$ cat src/rtl/instruction_fetch_if.sv
// Fetch-stage bus: control inputs, instruction memory port and the IF/ID register outputs.
// The fetch unit uses the slave view; the pipeline/memory environment uses the master view.
interface instruction_fetch_if #(
    parameter int ADDR_W = 15,
    parameter int DATA_W = 32
);
    logic              stall;
    logic              branch_taken;
    logic [ADDR_W-1:0] branch_target;
    logic [ADDR_W-1:0] imem_addr;
    logic [DATA_W-1:0] imem_data;
    logic [DATA_W-1:0] if_id_instr;
    logic [ADDR_W-1:0] if_id_pc;
    logic              if_id_valid;
    logic              halted;
    logic [15:0]       fetch_count;

    modport slave (
        input  stall, branch_taken, branch_target, imem_data,
        output imem_addr, if_id_instr, if_id_pc, if_id_valid, halted, fetch_count
    );

    modport master (
        output stall, branch_taken, branch_target, imem_data,
        input  imem_addr, if_id_instr, if_id_pc, if_id_valid, halted, fetch_count
    );
endinterface

$ cat src/rtl/instruction_fetch.sv
// Instruction fetch stage: PC register, IF/ID pipeline register and a RUN/HALTED fetch FSM.
// Priority each cycle is branch redirect, then stall, then normal fetch.
module instruction_fetch #(
    parameter int                 ADDR_W    = 15,
    parameter int                 DATA_W    = 32,
    parameter logic [ADDR_W-1:0]  RESET_PC  = '0,
    parameter logic [DATA_W-1:0]  HALT_WORD = '1
) (
    input  logic               clk,
    input  logic               rst_n,
    instruction_fetch_if.slave bus
);

    typedef enum logic {RUN, HALTED} state_t;

    state_t            state_q, state_d;
    logic [ADDR_W-1:0] pc_q, pc_d;
    logic [DATA_W-1:0] instr_q, instr_d;
    logic [ADDR_W-1:0] ipc_q, ipc_d;
    logic              valid_q, valid_d;
    logic [15:0]       count_q, count_d;

    // NOTE: every always_comb output gets a default first, so no path can infer a latch.
    always_comb begin
        state_d = state_q;
        pc_d    = pc_q;
        instr_d = instr_q;
        ipc_d   = ipc_q;
        valid_d = valid_q;
        count_d = count_q;

        if (bus.branch_taken) begin
            state_d = RUN;
            pc_d    = bus.branch_target;
            instr_d = '0;
            valid_d = 1'b0;
        end else if (!bus.stall) begin
            unique case (state_q)
                RUN: begin
                    instr_d = bus.imem_data;
                    ipc_d   = pc_q;
                    valid_d = 1'b1;
                    if (count_q != 16'hFFFF) count_d = count_q + 16'd1;
                    // A halt word is delivered, then the PC parks on its address.
                    if (bus.imem_data == HALT_WORD) begin
                        state_d = HALTED;
                    end else begin
                        pc_d = pc_q + ADDR_W'(1);
                    end
                end
                HALTED: begin
                    instr_d = '0;
                    valid_d = 1'b0;
                end
                default: state_d = RUN;
            endcase
        end
    end

    // NOTE: sequential state uses non-blocking assignments so all registers update together.
    always_ff @(posedge clk or negedge rst_n) begin
        if (!rst_n) begin
            state_q <= RUN;
            pc_q    <= RESET_PC;
            instr_q <= '0;
            ipc_q   <= '0;
            valid_q <= 1'b0;
            count_q <= '0;
        end else begin
            state_q <= state_d;
            pc_q    <= pc_d;
            instr_q <= instr_d;
            ipc_q   <= ipc_d;
            valid_q <= valid_d;
            count_q <= count_d;
        end
    end

    assign bus.imem_addr   = pc_q;
    assign bus.if_id_instr = instr_q;
    assign bus.if_id_pc    = ipc_q;
    assign bus.if_id_valid = valid_q;
    assign bus.halted      = (state_q == HALTED);
    assign bus.fetch_count = count_q;

endmodule
$ cat src/flat_wrapper.sv
// flat-port wrapper written by rule: the top's interface ports become plain ports
module instruction_fetch_flat 
#(
    parameter int                 ADDR_W    = 15,
    parameter int                 DATA_W    = 32,
    parameter logic [ADDR_W-1:0]  RESET_PC  = '0,
    parameter logic [DATA_W-1:0]  HALT_WORD = '1
)
  (clk, rst_n, bus_stall, bus_branch_taken, bus_branch_target, bus_imem_data, bus_imem_addr, bus_if_id_instr, bus_if_id_pc, bus_if_id_valid, bus_halted, bus_fetch_count);
  instruction_fetch_if #(.ADDR_W(ADDR_W), .DATA_W(DATA_W)) bus_i ();
  input  logic clk;
  input  logic rst_n;
  input wire logic [$bits(bus_i.stall)-1:0] bus_stall;
  input wire logic [$bits(bus_i.branch_taken)-1:0] bus_branch_taken;
  input wire logic [$bits(bus_i.branch_target)-1:0] bus_branch_target;
  input wire logic [$bits(bus_i.imem_data)-1:0] bus_imem_data;
  output wire logic [$bits(bus_i.imem_addr)-1:0] bus_imem_addr;
  output wire logic [$bits(bus_i.if_id_instr)-1:0] bus_if_id_instr;
  output wire logic [$bits(bus_i.if_id_pc)-1:0] bus_if_id_pc;
  output wire logic [$bits(bus_i.if_id_valid)-1:0] bus_if_id_valid;
  output wire logic [$bits(bus_i.halted)-1:0] bus_halted;
  output wire logic [$bits(bus_i.fetch_count)-1:0] bus_fetch_count;
  assign bus_i.stall = bus_stall;
  assign bus_i.branch_taken = bus_branch_taken;
  assign bus_i.branch_target = bus_branch_target;
  assign bus_i.imem_data = bus_imem_data;
  assign bus_imem_addr = bus_i.imem_addr;
  assign bus_if_id_instr = bus_i.if_id_instr;
  assign bus_if_id_pc = bus_i.if_id_pc;
  assign bus_if_id_valid = bus_i.if_id_valid;
  assign bus_halted = bus_i.halted;
  assign bus_fetch_count = bus_i.fetch_count;
  instruction_fetch #(.ADDR_W(ADDR_W), .DATA_W(DATA_W), .RESET_PC(RESET_PC), .HALT_WORD(HALT_WORD)) u_core (.clk(clk), .rst_n(rst_n), .bus(bus_i));
endmodule
$ cat config.mk
export PLATFORM = sky130hd
export DESIGN_NAME = instruction_fetch_flat
export DESIGN_NICKNAME = d
export VERILOG_FILES = /design/src/rtl/instruction_fetch_if.sv /design/src/rtl/instruction_fetch.sv /design/src/flat_wrapper.sv
export SDC_FILE = /design/constraint.sdc
export NUM_CORES = 1
export LEC_CHECK = 0
export ABC_AREA = 1
export CAP_MARGIN = 30
export CORE_MARGIN = 5
export CORE_UTILIZATION = 51
export CTS_BUF_LIST = sky130_fd_sc_hd__clkbuf_4 sky130_fd_sc_hd__clkbuf_8
export DETAILED_ROUTE_END_ITERATION = 8
export PLACE_DENSITY = 0.95
export SETUP_SLACK_MARGIN = 0.2
export SLEW_MARGIN = 20
export SYNTH_ARGS = -nofsm -noshare
export SYNTH_HDL_FRONTEND = slang
export SYNTH_SLANG_ARGS = --single-unit
$ cat constraint.sdc
create_clock -name clk -period 2.5 [get_ports clk]
set_clock_uncertainty 0.2 [all_clocks]
set_input_delay 0.5 -clock clk [delete_from_list [all_inputs] [get_ports clk]]
set_output_delay 0.5 -clock clk [all_outputs]
set_load 0.05 [all_outputs]
==> impl_metrics.ini <==
[placement]
placed_area_um2 = 5380
dp_hpwl_mm = 8.60
io_buffers = 130
dp.cells = 697
post-place-ws_ns = 0.276
place_congestion = 0.888

[pwr]
power.leakage_nw = 2.77
finalPower_mw = 3.93
p_per_area_nw_per_um2 = 706
peakVddDrop_v = 0.000461

[timing]
period_minus_slack_ns = 2.28
fin_crit_sh_pct = 91.2
grt_setup_unrepaired = no
setup-violations-final = 0
hold_violations = 0
drv_slew = 0
holdWs_ns = 0.286
fmax_mhz = 438
relSlewSlack_pct = 62.8
tightest_slew_ns = 0.558
finalSetupTns_ns = 0
worst_slack_ns = 0.219

[worst_setup_path]
cp.depth = 1
worstPathRequired_ns = 1.80
worstSetupEndpointType = output port
cp_max_fo = 4
cp_num_buf_inv = 1
critical_path_arrival_ns = 1.58
cp_top_family = buffers and inverters
cp_cell_sequence = clkdlybuf4s50_1
r2r_cells = 8
rr_endpoint = u_core.bus.fetch_count[13]
crit_end = bus_fetch_count[13]
regToRegSetupSlack_ns = 0.59
critPathKind = register to output port
rr_startpoint = u_core.bus.fetch_count[1]
crit_path_top_delay_cell = clkdlybuf4s50_1
cpPeakStageDelay_ns = 0.83
startpoint = u_core.bus.fetch_count[13]
critical_path.startpoint_type = register

[drt]
drt-total-wl_mm = 11.4
via_count = 3898
drt_iter0_drc = 291
first_pass_iters = 5
wl_per_cell_um = 16.1
drc_errors = 0
vias_per_cell = 5.47
ant_nets = 0

[yosys]
ys_seq_area_share_pct = 50.3
yosysTopAreaCellShare_pct = 50.3
ys.flop_type = dfrtp_1
synth_area_um2 = 3980
synth_area_leaders = dfrtp_1 (50%), nand2_1 (17%), a32o_1 (8.1%)
syn-num-nets = 528
yosysWarnings = 0
yosysUniqueCellTypes = 26
synth_seq_cells = 80
synth-async-reset-ratio_pct = 100
syn_avg_cell_area_um2 = 8.37
synth_top_area_cell = dfrtp_1
synth-edff-count = 0
syn_inst = 475
synthTopCellsByCount = nand2_1 (181), dfrtp_1 (80), nand3_1 (42)
synth.most_common_cell = nand2_1

[clock_tree]
clkLatencyLatePin_ns = 0.34
clockBufferDepth = 2
cts_tree = done
cts_sinks = 80
path_clk_slew_ns = 0.08
htreeDepth = 3
postCtsSetupBuffers = 0
cts-root-buf = clkbuf_8
cts_buffers = 9

[layout]
drive_gt1_share_pct = 6.71
fillers = 598
layout.cells.non_filler = 713
post-route-util_pct = 72.7
final_area_um2 = 5560
syn_to_final_growth_pct = 39.8
nNetsFinal = 660
diodes = 0

[global_routing]
first_global_vias = 3914
antenna_found_initial = 0
grt_max_degree = 44
grt_usage_pct = 24.0
grt-ovfl-total = 0
grt_pass1_wl_mm = 18.9

[die]
core-area_um2 = 7650
rows = 32
die_h_um = 98.3
boundaryPins = 131
die_w_um = 98.3
die_area_um2 = 9660
initial_utilization_pct = 52.0

[run]
cap_violations = 0

[run_status]
status = finished, final reports clean

[hold_path]
hold_path.class = register to register
registers in the layout, indices dropped and copies added (netlist names):
signal                  cells
u_core.bus.if_id_instr     32
u_core.bus.fetch_count     16
u_core.bus.if_id_pc        15
u_core.bus.imem_addr       15
u_core.bus.halted           1
u_core.bus.if_id_valid      1
worst reg2reg max path: cells and delay by family (launching register included):
kind / cells / cell delay, ns
adders and majority gates: 1 / 0.27
DFF: 1 / 0.42
AOI/OAI and AO/OA: 1 / 0.07
and+or+nand+nor: 5 / 0.72
buffers and inverters: 1 / 0.12
cells in the final DEF (no fill, tap or decap), drive strengths merged, types with 2 or more instances in the layout:
cell	Yosys	final
inv	27	27
xor2	7	7
o21ai	19	19
clkdlybuf4s50	0	98
dlygate4sd2	0	25
a32o	32	32
dlymetal6s2s	0	6
nor3	6	6
nand2	186	186
nor2	31	31
nand4	10	10
clkbuf	8	11
ha	2	2
xnor2	4	4
a21oi	4	4
nand3	44	44
buf	14	13
dfrtp	80	80
clkinv	0	3
cell families after synthesis:
kind of cell             count (synthesis)  share of synthesized area [%]
XOR/XNOR                                11                           2.42
buffers and inverters                   49                           5.54
AND/OR/NAND/NOR                        278                           30.1
flip-flops                              80                           50.3
AO/OA/AOI/OAI                           55                           11.0
adder cells (fa/ha/maj)                  2                          0.629
layout make-up:
| type | count | area, µm² | share of cell area, % |
|---|---|---|---|
| Timing Repair Buffer | 143 | 1380 | 24.9 |
| Multi-Input combinational cell | 346 | 1750 | 31.5 |
| Sequential cell | 80 | 2000 | 36.0 |
| Clock buffer | 11 | 145 | 2.61 |
| Clock inverter | 4 | 45.0 | 0.810 |
| Inverter | 27 | 104 | 1.87 |
| Tap cell | 102 | 128 | 2.30 |
how the worst min path moves through the flow:
stage                       startpoint                        end  slack (ns)  cells after the start
4_1_cts         u_core.bus.if_id_pc[4]     u_core.bus.if_id_pc[4]        0.29                      2
6_report        u_core.bus.if_id_pc[2]     u_core.bus.if_id_pc[2]        0.29                      2
3_3_place_gp    u_core.bus.if_id_pc[5]     u_core.bus.if_id_pc[5]        0.27                      2
3_5_place_dp    u_core.bus.if_id_pc[2]     u_core.bus.if_id_pc[2]        0.27                      2
2_1_floorplan                    rst_n  u_core.bus.fetch_count[0]       0.004                      0
5_1_grt        u_core.bus.if_id_pc[14]    u_core.bus.if_id_pc[14]        0.31                      2
routing by layer:
metal,GRT usage [%],routed length (µm),vias up
met2,40.4,5810,150
met5,0,0,-
met3,5.43,880,20
li1,-,-,1854
met4,8.19,224,0
met1,30.4,4540,1874
timing repair:
item | CTS | global route
endpoints found under the setup margin | 25 | 6
hold buffers | 1 | 0
endpoints found under the hold margin | 41 | 0
gates resized for setup | 25 | 6
where the power goes:
part	switching, mW	leakage (nW)	total [mW]	internal (mW)
logic	0.931	1.62	1.38	0.445
clock network	0.446	0.102	0.936	0.490
registers	0.164	1.05	1.61	1.45
total	1.54	2.77	3.93	2.38
Note: power is estimated with default switching activity, not from simulation.
